$ cat src/rtl/boron_round_ctrl.sv
// Iterative round sequencer for the BORON 64-bit block cipher: owns the cipher
// state and round counter, steps the external round function, then whitens.
module boron_round_ctrl #(
  parameter int NUM_ROUNDS = 25,
  parameter int BLOCK_W    = 64,
  parameter int CNT_W      = 5
) (
  input  logic               clk,
  input  logic               rst_n,
  input  logic               in_valid,
  output logic               in_ready,
  input  logic [BLOCK_W-1:0] plaintext,
  output logic [BLOCK_W-1:0] rf_in,
  output logic [CNT_W-1:0]   rf_round,
  input  logic [BLOCK_W-1:0] rf_out,
  output logic [CNT_W-1:0]   key_idx,
  input  logic [BLOCK_W-1:0] rk_in,
  output logic               busy,
  output logic               out_valid,
  input  logic               out_ready,
  output logic [BLOCK_W-1:0] ciphertext
);

  localparam logic [CNT_W-1:0] LAST_RND  = CNT_W'(NUM_ROUNDS - 1);
  localparam logic [CNT_W-1:0] FINAL_IDX = CNT_W'(NUM_ROUNDS);

  typedef enum logic [1:0] {
    S_IDLE  = 2'd0,
    S_ROUND = 2'd1,
    S_FINAL = 2'd2,
    S_DONE  = 2'd3
  } fsm_t;

  fsm_t               fsm_reg, fsm_next;
  logic [BLOCK_W-1:0] state_reg, state_next;
  logic [CNT_W-1:0]   rnd_reg, rnd_next;

  always_ff @(posedge clk) begin
    if (!rst_n) begin
      fsm_reg   <= S_IDLE;
      state_reg <= '0;
      rnd_reg   <= '0;
    end else begin
      fsm_reg   <= fsm_next;
      state_reg <= state_next;
      rnd_reg   <= rnd_next;
    end
  end

  always_comb begin
    fsm_next   = fsm_reg;
    state_next = state_reg;
    rnd_next   = rnd_reg;
    case (fsm_reg)
      S_IDLE: begin
        if (in_valid) begin
          state_next = plaintext;
          rnd_next   = '0;
          fsm_next   = S_ROUND;
        end
      end
      S_ROUND: begin
        state_next = rf_out;
        if (rnd_reg == LAST_RND) begin
          rnd_next = FINAL_IDX;
          fsm_next = S_FINAL;
        end else begin
          rnd_next = rnd_reg + 1'b1;
        end
      end
      S_FINAL: begin
        // Final key whitening with the round key at index NUM_ROUNDS.
        state_next = state_reg ^ rk_in;
        fsm_next   = S_DONE;
      end
      S_DONE: begin
        if (out_ready) fsm_next = S_IDLE;
      end
      default: fsm_next = S_IDLE;
    endcase
  end

  always_comb begin
    in_ready   = 1'b0;
    busy       = 1'b0;
    out_valid  = 1'b0;
    rf_round   = '0;
    key_idx    = '0;
    rf_in      = state_reg;
    ciphertext = state_reg;
    case (fsm_reg)
      S_IDLE:  in_ready = 1'b1;
      S_ROUND: begin
        busy     = 1'b1;
        rf_round = rnd_reg;
        key_idx  = rnd_reg;
      end
      S_FINAL: begin
        busy    = 1'b1;
        key_idx = FINAL_IDX;
      end
      S_DONE:  out_valid = 1'b1;
      default: in_ready = 1'b0;
    endcase
  end

endmodule
$ cat config.mk
export PLATFORM = sky130hd
export DESIGN_NAME = boron_round_ctrl
export DESIGN_NICKNAME = d
export VERILOG_FILES = /design/src/rtl/boron_round_ctrl.sv
export SDC_FILE = /design/constraint.sdc
export NUM_CORES = 1
export LEC_CHECK = 0
export ABC_AREA = 1
export CELL_PAD_IN_SITES_DETAIL_PLACEMENT = 1
export CELL_PAD_IN_SITES_GLOBAL_PLACEMENT = 1
export CORE_MARGIN = 2
export CORE_UTILIZATION = 25
export DETAILED_ROUTE_END_ITERATION = 12
export PLACE_DENSITY_LB_ADDON = 0.1
export REMOVE_ABC_BUFFERS = 1
export SYNTH_ARGS = -nofsm -noshare
export SYNTH_HDL_FRONTEND = slang
export SYNTH_SLANG_ARGS = --single-unit
$ cat constraint.sdc
create_clock -name clk -period 2.4 [get_ports clk]
set_clock_uncertainty 0.2 [all_clocks]
set_input_delay 0.36 -clock clk [delete_from_list [all_inputs] [get_ports clk]]
set_output_delay 0.36 -clock clk [all_outputs]
set_load 0.1 [all_outputs]
---- Yosys cells after proc, flatten, opt, wreduce, memory -nomap -nowiden ----
Index checks and enable logic that the tools add are counted.
Widths: inputs -> output; s select.
storage, ports and cells
  register bits after elaboration ......... 71
  input bits .............................. 196
  output and inout port bits .............. 141
  word-level logic and storage cells ...... 33
operators by class
  add/subtract/negate cells ............... 1
  eq/ne operators ......................... 7
  muxes and demuxes ....................... 14
  bitwise operators ....................... 1
  reductions and logical operators ........ 7
operators with widths
  cell                 number
  $pmux 64 s3          1
  $mux 64              1
  $xor 64x64->64       1
  $pmux 5 s2           2
  $mux 5               3
  $pmux 2 s4           1
  $mux 2               3
  $ne 2x2->1 const B   3
  $add 5x1->5 const B  1
  $eq 5x5->1 const B   1
  $eq 2x2->1 const B   2
  $reduce_and 2->1     2
  $mux 1               3
  $reduce_and 3->1     1
  $reduce_bool 3->1    1
  $eq 2x1->1 const B   1
  $logic_not 2->1      1
  $reduce_bool 2->1    1
  $reduce_or 2->1      1

---- Depth between registers and ports, before layout ----
Gate-level depths: netlist of the first run.
  word-level depth ........................ 3
  gate-level depth with buffers ........... 10
  gate-level depth less buffers ........... 9

---- Worst setup path before layout of the first run ----
Ideal clock, no wire load.
  path kind ............................... reg-to-output
  start ................................... register fsm_reg[0]
  end ..................................... output key_idx[0]
  arrival time ............................ 3.175 ns
  data required time ...................... 1.840 ns
  path slack .............................. -1.335 ns
  cell stages (with the launch flop) ...... 6
  path buffers ............................ 1
  path through ............................ dfxtp_1 inv_1 ha_1 inv_2 clkbuf_1 a21oi_1
between the ends
  cells in the longest elaborated chain, start to end .. 2
  elaborated cells on any way between the ends .. 3
ends and longest elaborated chain
  item                                      RTL line  source
  start, declared                           34        fsm_t fsm_reg, fsm_next;
  start signal, assigned                    44        fsm_reg <= fsm_next;
  $eq 2x2->1 or $eq 2x1->1 (tied branches)  91        case (fsm_reg)
  $pmux 5 s2 (*)                            91
  end, declared                             16        output logic [CNT_W-1:0] key_idx,
Every way passes the cells marked *; elsewhere a longest branch is shown, timed or not.

---- Final worst setup path of the first run ----
  start ................................... register fsm_reg[1]
  end ..................................... output key_idx[0]
Same word-level chain as after synthesis.

==> results.txt, run 1 <==
----------------------------------------------------
[Clock network]
  Number of CTS-inserted buffers ... 9
  TritonCTS clock tree ... yes
  Worst-Skew Late Latency ... 0.34 ns
  Clock slew at reported path FFs ... 0.06 ns
  Clock tree buffer depth ... 2
  H-tree depth ... 3
  TritonCTS Sinks ... 71
  CTS Root Buffer Type ... sky130_fd_sc_hd__clkbuf_16

[Setup path]
  Startpoint class of the critical path ... flop
  Depth of the critical timing path with buffers and inverters included ... 5
  Biggest fanout along the worst timing path ... 9
  Required time reported for the critical path endpoint ... approximately 1.8 ns
  Buffering stage count on the worst path with inverters included ... 3
  Slowest cell on the critical path ... sky130_fd_sc_hd__dfxtp_1
  Worst setup path category ... flop to output port
  Worst Reg-to-Reg Cells ... 7
  Series of cell instances along the critical path ... inv_1, ha_4, inv_2, a21oi_2, buf_12
  Kind of end point of the critical path ... output port
  Crit path max-delay family ... buffers and inverters
  Largest incremental delay on the critical path ... around 0.38 ns
  Crit path arrival time ... 1.68 ns

[Die]
  Effective utilization at floorplan ... 25.29%
  Number of placement rows ... 57
  Die outline width ... 160.2 um
  Floorplan die area ... 25,650 um2
  Core box area ... 24,110 um2
  Count of boundary I/O pins ... 337
  Die extent in y ... 160.2 um

[Cells and area]
  Largest register FFs ... 64
  Post-layout net count ... 1,489
  Antenna Cells ... 0
  Share of layout cells above drive strength 1 ... 18.14%
  Area of combinational cells with multiple inputs ... around 3100 um2
  Filler Cells Inserted ... 3,143
  Area added between synthesis and finish ... 55.01%
  Reg area ... 1421 um2

[Placed design]
  Final estimated routing congestion in global placement ... 0.7562
  Pre-CTS WS ... around 0.27 ns
  Estimated wirelength of the detail-placed design ... around 18 mm
  PortBufs ... 336

[GRT]
  Largest net degree at the start of global routing ... 69
  Number of global-route vias before repair ... 7,070
  First-pass GRT wire length ... 37.28 mm
  GRT Total Usage ... between 10% and 20%
  Total congestion overflow after global routing ... 0
  Number of antenna violations at the first check in global routing ... 0

[Timing]
  Worst Slack Setup Final ... about 0.16 ns
  RSZ-0062 raised after global routing ... false
  Highest attainable clock frequency ... ~450 MHz
  Post-route clock period utilization ... 93.37%
  Final Hold Vio Count ... 0
  Max Slew Vio Count ... 0
  Measured slew at the worst slew-check pin ... around 0.43 ns
  Max-Slew Margin vs Limit ... 71.09%
  Number of failing setup endpoints in the final timing report ... 0
  Final-layout worst hold slack ... 0.3352 ns
  Min Tclk post-route ... 2.241 ns

[Power]
  Leakage component of the power ... 4.510 nW
  Power per unit of standard cell area ... 1506 nW/um2
  Worst vdd ir ... 0.9064 mV
  Power consumption ... ~0.014 W

[Yosys]
  Number of distinct library cells after synthesis ... 18
  Synthesized area per cell ... 5.828 um2
  Post-synthesis instance total ... 1,046
  Syn Std Cell Area ... 6096 um2
  FF+latch count, synth ... 71
  Number of warnings reported in the yosys synthesis log ... 0
  Part of the Yosys area used for sequential elements ... a little under a quarter

[Worst hold path]
  Classification of the worst-slack hold path ... flop to flop
  Hold Path Depth ... 2

[Routing]
  DRC viols ... 0
  Routed wirelength normalized by instance count ... 14.88 um
  Routed vias/inst ... between 4 and 5
  Starting DRT DRC Count ... 298
  DRT Wirelength ... roughly 24 mm
  Vias after detailed routing ... 7,203
  DR pass1 iterations ... 4
  Final antenna-violating net count ... 0

[Outcome]
  Run status ... completed

[Flow run]
  Max Cap Violations ... 0

----------------------------------------------------
## cells by family (layout without fill, tap and decap cells)
group / count (synthesis) / count (layout) / share of synthesized area [%]
flops: 71 / 71 / 23.32
compound gates: 197 / 197 / 19.25
fa+ha+maj: 6 / 6 / 1.231
simple gates: 440 / 440 / 30.28
buf+inv: 332 / 576 / 25.92
## cell usage after synthesis
library cell / number / area [um2]
sky130_fd_sc_hd__buf_4: 65 / 488.0
sky130_fd_sc_hd__a21oi_1: 138 / 690.7
sky130_fd_sc_hd__ha_1: 6 / 75.07
sky130_fd_sc_hd__nor2_1: 6 / 22.52
sky130_fd_sc_hd__o21ai_1: 1 / 5.000
sky130_fd_sc_hd__nand2_1: 284 / 1066
sky130_fd_sc_hd__clkbuf_1: 18 / 67.56
sky130_fd_sc_hd__inv_2: 3 / 11.26
sky130_fd_sc_hd__inv_1: 206 / 773.2
sky130_fd_sc_hd__nand3_1: 145 / 725.7
sky130_fd_sc_hd__buf_2: 24 / 120.1
sky130_fd_sc_hd__nand2_2: 3 / 18.77
sky130_fd_sc_hd__buf_1: 8 / 30.03
sky130_fd_sc_hd__nand4_1: 2 / 12.51
sky130_fd_sc_hd__o21ai_0: 8 / 40.04
sky130_fd_sc_hd__o21ai_2: 50 / 437.9
sky130_fd_sc_hd__dfxtp_1: 71 / 1421
sky130_fd_sc_hd__buf_6: 8 / 90.09
## layout by cell type, fill, tap and decap left out, drive strengths merged
| cell | Yosys | final |
|---|---|---|
| nor2 | 6 | 6 |
| nand3 | 145 | 145 |
| clkdlybuf4s50 | 0 | 195 |
| dfxtp | 71 | 71 |
| clkbuf | 18 | 13 |
| nand4 | 2 | 2 |
| nand2 | 287 | 287 |
| o21ai | 59 | 59 |
| inv | 209 | 209 |
| buf | 105 | 158 |
| a21oi | 138 | 138 |
| clkinv | 0 | 1 |
| ha | 6 | 6 |
## routing by layer
layer / global-route usage, % / vias up / routed length [um]
li1: - / 3656 / -
met1: 21.73 / 3344 / 10440
met2: 33.31 / 191 / 11970
met3: 3.688 / 12 / 1391
met4: 3.849 / 0 / 205
met5: 0 / - / 0
## path summary, 6_finish.rpt
kind,to,slack (ns),from
min,ciphertext[8],0.34,ciphertext[8]
max,key_idx[0],0.16,fsm_reg[1]
max reg2reg,rnd_reg[3],0.27,fsm_reg[1]
min reg2reg,ciphertext[8],0.34,ciphertext[8]
## worst min-delay path: cells and delay by family (launching register included)
family          cells  cell delay (ns)
compound gates      1             0.06
simple gates        1             0.09
flops               1             0.34
## power breakdown
part | internal (W) | switching, W | total (W)
Combinational | 0.00293 | 0.00802 | 0.0109
Clock | 0.000745 | 0.000515 | 0.00126
Sequential | 0.00154 | 0.000483 | 0.00202
## cell type report
| class | instances | area share, % |
|---|---|---|
| repair buffers | 353 | 36.26 |
| multi-input cells | 643 | 33.30 |
| flip-flops and latches | 71 | 15.04 |
| inverters | 209 | 8.302 |
| well taps | 324 | 4.290 |
| clock buffers | 13 | 2.754 |
| clock inverters | 1 | 0.05297 |
## what timing repair did
| item | 4_1_cts | 5_1_grt |
|---|---|---|
| gates resized for setup | 2 | 5 |
| hold buffers | 0 | 0 |
| cloned | 0 | 0 |
| setup endpoints to repair | 5 | 5 |
| buffers inserted | 0 | 0 |
| pin swaps | 0 | 0 |
## through the flow
step | cells | setup TNS, ns | cell area (um2) | util (%)
floorplan | 923 | -104.77 | 5300 | -
global placement | 1600 | 0 | 9155 | 37.98
detailed placement | 1600 | 0 | 9155 | 37.98
CTS | 1614 | -0.005708 | 9427 | 39.11
global route | 1614 | 0 | 9449 | 39.20
finish | 1614 | 0 | 9449 | 39.20
(Power assumes the default switching activity.)
==> run 2, diff against run 1 <==
- SKIP_LAST_GASP: not set -> 1
==> results of run 2 <==
Same layout as run 1: the final DEF is identical, and so are final timing and power.
